==> config.mk <==
export PLATFORM = sky130hd
export DESIGN_NAME = inst_queue
export DESIGN_NICKNAME = d
export VERILOG_FILES = /design/src/rtl/inst_queue.sv
export SDC_FILE = /design/constraint.sdc
export NUM_CORES = 1
export LEC_CHECK = 0
export BUFFER_PORTS_ARGS = -buffer_cell sky130_fd_sc_hd__buf_2
export CELL_PAD_IN_SITES_DETAIL_PLACEMENT = 0
export CELL_PAD_IN_SITES_GLOBAL_PLACEMENT = 1
export CORE_ASPECT_RATIO = 1.5
export CORE_MARGIN = 2
export CORE_UTILIZATION = 45
export DETAILED_ROUTE_END_ITERATION = 16
export HOLD_SLACK_MARGIN = 0.06
export PLACE_DENSITY_LB_ADDON = 0.1
export SYNTH_ARGS = -nofsm -noshare
export SYNTH_HDL_FRONTEND = slang
export SYNTH_SLANG_ARGS = --single-unit
==> constraint.sdc <==
create_clock -name clk -period 4.51 [get_ports clk]
set_clock_uncertainty 0.2 [all_clocks]
set_input_delay 0.902 -clock clk [delete_from_list [all_inputs] [get_ports clk]]
set_output_delay 0.902 -clock clk [all_outputs]
set_load 0.05 [all_outputs]
==> src/rtl/inst_queue.sv <==
// Instruction queue decoupling if_stage from id_stage.
// Show-ahead FIFO with single-cycle flush on redirect.
module inst_queue #(
    parameter int DATA_WD = 66,
    parameter int DEPTH   = 4
) (
    input  logic                       clk,
    input  logic                       reset,
    input  logic                       fs_to_iq_valid,
    input  logic [DATA_WD-1:0]         fs_to_iq_bus,
    output logic                       iq_allowin,
    output logic                       iq_to_ds_valid,
    output logic [DATA_WD-1:0]         iq_to_ds_bus,
    input  logic                       ds_allowin,
    input  logic                       flush,
    output logic [$clog2(DEPTH):0]     iq_count
);

    localparam int PTR_W = $clog2(DEPTH);
    localparam int CNT_W = PTR_W + 1;
    localparam logic [CNT_W-1:0] FULL = CNT_W'(DEPTH);

    logic [DATA_WD-1:0] mem [DEPTH];
    logic [PTR_W-1:0]   wr_ptr;
    logic [PTR_W-1:0]   rd_ptr;
    logic [CNT_W-1:0]   count;
    logic               push;
    logic               pop;

    // allowin depends only on occupancy: no comb path decode -> fetch
    assign iq_allowin     = (count != FULL);
    assign iq_to_ds_valid = (count != '0);
    assign iq_to_ds_bus   = mem[rd_ptr];
    assign iq_count       = count;

    assign push = fs_to_iq_valid & iq_allowin & ~flush;
    assign pop  = iq_to_ds_valid & ds_allowin & ~flush;

    always_ff @(posedge clk or posedge reset) begin
        if (reset) begin
            wr_ptr <= '0;
            rd_ptr <= '0;
            count  <= '0;
        end else if (flush) begin
            wr_ptr <= '0;
            rd_ptr <= '0;
            count  <= '0;
        end else begin
            if (push) begin
                wr_ptr <= wr_ptr + 1'b1;
            end
            if (pop) begin
                rd_ptr <= rd_ptr + 1'b1;
            end
            unique case ({push, pop})
                2'b10:   count <= count + 1'b1;
                2'b01:   count <= count - 1'b1;
                default: count <= count;
            endcase
        end
    end

    // storage carries no reset; contents are only visible while counted
    always_ff @(posedge clk) begin
        if (push) begin
            mem[wr_ptr] <= fs_to_iq_bus;
        end
    end

endmodule

==> results of run 1 <==
[registers in the layout (all words and copies together), names as in the netlist]
signal,flops
wr_ptr,2
rd_ptr,2
mem,264
iq_count,3
[layout make-up]
type,instances,area share
Clock buffer,38,0.06125
Timing Repair Buffer,143,0.06178
Inverter,7,0.002214
Tap cell,276,0.02910
Sequential cell,271,0.6833
Clock inverter,10,0.006431
Antenna cell,3,0.0006325
Multi-Input combinational cell,114,0.1553
[per-layer routing]
metal / up-vias / part of all wire / global-route usage
li1: 2050 / - / -
met1: 2447 / 0.38 / 0.1840
met2: 117 / 0.55 / 0.2900
met3: 24 / 0.057 / 0.03680
met4: 0 / 0.017 / 0.04015
met5: - / 0 / 0
[power breakdown]
part / internal (W) / switching (W)
Sequential: 0.00285 / 0.0000716
Combinational: 0.000317 / 0.000669
Clock: 0.00117 / 0.000854
Total: 0.00435 / 0.00160
[stage by stage]
stage	cells	cell area, sq um
after floorplan	413	10120
after global placement	811	11060
after detailed placement	811	11060
after CTS	859	11860
after global routing	860	11860
final	862	11870
[synthesized netlist by cell type, types with 3 or more instances]
cell,count,share of area
dfrtp_1,7,0.017
nor2_1,5,0.0019
buf_1,3,0.0011
buf_12,3,0.0059
ha_1,4,0.0049
buf_4,4,0.0030
o21ai_0,3,0.0015
mux4_2,66,0.15
nand3_1,4,0.0020
inv_1,7,0.0026
a21oi_1,3,0.0015
edfxtp_1,264,0.78
buf_2,8,0.0040
and2_1,4,0.0025
[path summary, 6_finish.rpt]
check / end / slack [ps] / cells past startpoint
max: iq_to_ds_bus[47] / 940 / 3
min: wr_ptr[0]$_DFFE_PP0P_ / 130 / 2
max reg2reg: mem[3][3]$_DFFE_PP_ / 1870 / 3
min reg2reg: wr_ptr[0]$_DFFE_PP0P_ / 400 / 2
max in group asynchronous: rd_ptr[1]$_DFFE_PP0P_ / 3700 / 2
min in group clk: mem[2][55]$_DFFE_PP_ / 400 / 1
[worst max-delay path, stage by stage, from the launching register on]
cell     delay [ps]
dfrtp_4         760
buf_12          360
mux4_2          570
buf_2           230
[logic make-up (layout without fill, tap and decap cells)]
logic type / count (synthesis) / after routing / share of synthesized area
buf+inv: 28 / 198 / 0.01842
simple gates: 24 / 24 / 0.01384
xor+xnor: 3 / 3 / 0.002596
other cells: 0 / 3 / 0
flops: 271 / 271 / 0.8005
compound gates: 16 / 16 / 0.01088
fa+ha+maj: 5 / 5 / 0.006922
mux: 66 / 66 / 0.1468
==> out/qor.yml, run 1 <==
status: "completed"
path_max_fanout: 36
cts.sinks: 271
dpl.hpwl_mm: 10.93
fp.coreArea_sq_mm: 0.02222
tns_ps: 0
dr.first_iter.drc_count: 288
drive_gt1_frac: 0.4357
initial_core_util: 0.4556
die-width_um: 126.5
total_power_w: 0.005940
post_cts_buffers: 0
vias: 4638
r2r-start: "iq_count[2]$_DFFE_PP0P_"
path_clk_slew_ps: 60
fin_ws_ps: 941.4
grt_overflow_total: 0
synth.distinct_cells: 38
worst_pin_slew_ps: 1050
fmax_ghz: 0.2802
cts.repair.resized: 0
grt_pass1_wl_mm: 28.68
critical_path_arrival_ps: 2470
synth-main-ff-cell: "edfxtp_1"
num_rows: 67
area_delta_synth_final_pct: 17.26
slew_violations: 0
antenna_found_initial: 3
ant_nets: 0
clkLatencyLatePin_ps: 510
yosys_warnings: 0
ys_seq_area_frac: 0.8005
holdCritPathClass: "in -> async"
utilization: 0.5343
io_pins: 142
slew_headroom: 0.3000
cts_made_buffers: 26
rsz0062_at_grt: "no"
p_leak_nw: 3.947
critPathKind: "reg -> out"
wl_mm: 18.62
fin_crit_sh: 0.7913
synth_area_sq_mm: 0.01012
synth.ff_latch_count: 271
gp_congestion: 0.6921
route.detailed.drc: 0
ir_drop_uv: 266.6
layout_min_cycle_time_ps: 3569
finalHoldViolCount: 0
gr-usage-all-layers: 0.1575
grt_max_degree: 68
wl_per_cell_um: 21.60
synth_edf_count: 264
pre_cts_ws_ps: 1303
syn_area_per_cell_sq_um: 24.51
mostFrequentLayoutCells: "edfxtp_1, buf_2, mux4_2, clkbuf_16, clkbuf_1"
critPathLaunch: "rd_ptr[0]$_DFFE_PP0P_"
final_common_cell: "edfxtp_1"
vias_per_cell: 5.381
die_y_um: 187.7
fill_cells: 1759
port_buffers: 141
cts_max_path_buffers: 3
regArea_sq_mm: 0.008110
cp-start-kind: "flop"
cts_tree: "built"
grt_pass1_vias: 5149
power_density_mw_per_mm2: 500.5
finalSetupViolCount: 0
multi_input_area_sq_mm: 0.001843
die-area_sq_mm: 0.02373
end_kind: "primary output"
required_ps: 3410
drv_cap: 0
syn_nets: 489
firstDrtPassIters: 4
synthArstFlopShare: 0.02583
root_buffer: "clkbuf_16"
htree_levels: 1
holdWs_ps: 130.8
syn-instance-count: 413
fin_nets: 639
cts_hold_buf: 0
Power figures use the tool's default switching activity.
==> run 2: changes to the inputs <==
- ABC_AREA: not set -> 1
- clock period: 4.51 -> 3.3 ns (I/O delays scaled with it)
==> run 2 against run 1 <==
  * Sequential power rose by 40%
  * Hold slack gained 35 ps
  * First-iteration DRC count up 32%
  * Combinational power grew to 3.2 times the previous value
  * Die area up 1.6%
  * Final area rose by 2.0%
  * Critical path type unchanged
  * Largest cell class unchanged
==> out/qor.yml, run 2 <==
critPathMaxStageDelay_ps: 510
ir_drop_uv: 605.3
end_kind: "primary output"
critical_path_arrival_ps: 2280
netlist_top_cells_count: "edfxtp_1, nor2_1, o21ai_0, o22ai_1, clkbuf_1"
fill_cells: 1865
reg2regPathDepth: 13
synth_edf_count: 264
antenna_found_initial: 3
slew_headroom: 0.5706
die-area_sq_mm: 0.02412
p_leak_nw: 4.240
wl_per_cell_um: 19.29
critPathKind: "reg -> out"
grtUsageMet3: 0.03589
synth_most_common_cell: "edfxtp_1"
internal_power_w: 0.006271
hold_path_depth: 1
holdCritPathClass: "in -> reg"
die-width_um: 127.5
required_ps: 2440
worst_path_max_delay_cell: "dfrtp_4"
root_buffer: "clkbuf_16"
ys_seq_area_frac: 0.7874
cts_made_buffers: 25
combinationalPowerShare: 0.317
vias: 6210
ant_nets: 0
die_y_um: 189.2
status: "completed"
area_delta_synth_final_pct: 17.58
final_common_cell: "edfxtp_1"
swShare: 0.3711
path_clk_slew_ps: 60
finalNonFillerCells: 1139
io_pins: 142
port_buffers: 141
wl_mm: 21.98
p_sw_w: 0.003701
num_rows: 67
cp-start-kind: "flop"
syn_area_per_cell_sq_um: 14.64
met1_usage: 0.2187
dpl.hpwl_mm: 12.47
slew_violations: 0
mostFrequentLayoutCells: "edfxtp_1, buf_2, nor2_1, o21ai_0, o22ai_1"
grt_max_degree: 134
synth.ff_latch_count: 271
cts_tree: "built"
regArea_sq_mm: 0.008108
synth_top_area_cell: "edfxtp_1"
worst_pin_slew_ps: 644.1
synth_top_area_share: 0.7703
finalSetupViolCount: 0
fmax_ghz: 0.3185
largest_reg_flops: 264
syn_nets: 779
cts_max_path_buffers: 3
vias_per_cell: 5.452
firstDrtPassIters: 4
finalHoldViolCount: 0
syn-instance-count: 703
clkPwrFrac: 0.272
rsz0062_at_grt: "no"
htree_levels: 1
synth_area_sq_mm: 0.01029
synth-main-ff-cell: "edfxtp_1"
layout_min_cycle_time_ps: 3139
cp_cell_sequence: "inv_6 -> buf_4 -> o21ai_0 -> o22ai_1 -> buf_2"
met2_usage: 0.3316
cts.sinks: 271
share_seq_of_total_power: 0.411
clkLatencyLatePin_ps: 510
synth.distinct_cells: 26
fp.coreArea_sq_mm: 0.02238
synth_area_leaders: "edfxtp_1, o21ai_0, nor2_1"
drive_gt1_frac: 0.2465
path_max_fanout: 43
largest-register: "mem"
synthArstFlopShare: 0.02583
placed_cells: 1091
multi_input_area_sq_mm: 0.001916
yosys_warnings: 0
grt-busiest-layer: "met2"
dr.first_iter.drc_count: 381
fin_crit_sh: 0.9513
route.detailed.drc: 0
gr-usage-all-layers: 0.1844
grt_pass1_vias: 6426
grt_overflow_total: 0
grt_pass1_wl_mm: 34.70
gp_congestion: 0.7539
power_density_mw_per_mm2: 824.1
initial_core_util: 0.4598
holdWs_ps: 165.5
fin_nets: 919
drv_cap: 0
run 2: metal layers:
metal / up-vias / wire length, um
li1: 2908 / -
met1: 3101 / 8703
met2: 156 / 11470
met3: 43 / 1174
met4: 2 / 618
met5: - / 12
run 2: power by group through the flow:
stage,clock network (W),registers (W),logic (W)
after global placement,0,0.00416,0.00315
final,0.00271,0.00410,0.00316
after floorplan,0,0.00420,0.00236
after detailed placement,0,0.00417,0.00319
after CTS,0.00277,0.00410,0.00319
after global routing,0.00290,0.00412,0.00339
run 2: cell families (layout without fill, tap and decap cells):
| group | count (synthesis) | in the layout | share of synthesized area |
|---|---|---|---|
| flops | 271 | 271 | 0.7874 |
| compound gates | 206 | 206 | 0.1095 |
| simple gates | 163 | 163 | 0.06602 |
| buf+inv | 57 | 214 | 0.02942 |
| fa+ha+maj | 5 | 5 | 0.006809 |
| xor+xnor | 1 | 1 | 0.0008512 |
| other cells | 0 | 3 | 0 |
run 2: through the flow:
stage               total power, W  cell area (sq um)  utilization  setup WS [ps]  TNS (ps)
detailed placement        0.007361              11310       0.5053          644.3         0
finish                    0.009972              12100       0.5406          160.7         0
global route               0.01041              12100       0.5405          55.75         0
floorplan                 0.006564              10300            -         -245.6    -64830
CTS                        0.01007              12090       0.5400          99.40         0
global placement          0.007311              11310       0.5053          672.1         0
run 2: repair_timing:
item | 4_1_cts | 5_1_grt
setup endpoints to repair | 0 | 3
hold buffers | 1 | 0
endpoints found under the hold margin | 7 | 0
buffers inserted | 0 | 0
resized for setup | 0 | 2
run 2: worst max-delay path: cells and delay by family, from the launching register on:
family | cells | cell delay, ps
buffers and inverters | 3 | 900
AOI/OAI and AO/OA | 2 | 330
DFF | 1 | 510
run 2: cell type report:
class	instances	share of cell area
multi-input combinational	375	0.1583
sequential	271	0.6700
tap	276	0.02854
timing repair buffer	156	0.07435
inverter	14	0.004756
clock inverter	9	0.007755
clock buffer	35	0.05563
antenna	3	0.0006204
run 2: final timing paths:
check | startpoint | end | slack (ps)
hold / removal | fs_to_iq_bus[59] | mem[3][59]$_DFFE_PP_ | 170
hold reg to reg | wr_ptr[0]$_DFFE_PP0P_ | wr_ptr[0]$_DFFE_PP0P_ | 390
setup reg to reg | iq_count[0]$_DFFE_PP0P_ | iq_count[2]$_DFFE_PP0P_ | 1120
max in group asynchronous | reset | rd_ptr[0]$_DFFE_PP0P_ | 2170
min in group asynchronous | reset | iq_count[0]$_DFFE_PP0P_ | 440
setup / recovery | rd_ptr[0]$_DFFE_PP0P_ | iq_to_ds_bus[24] | 160
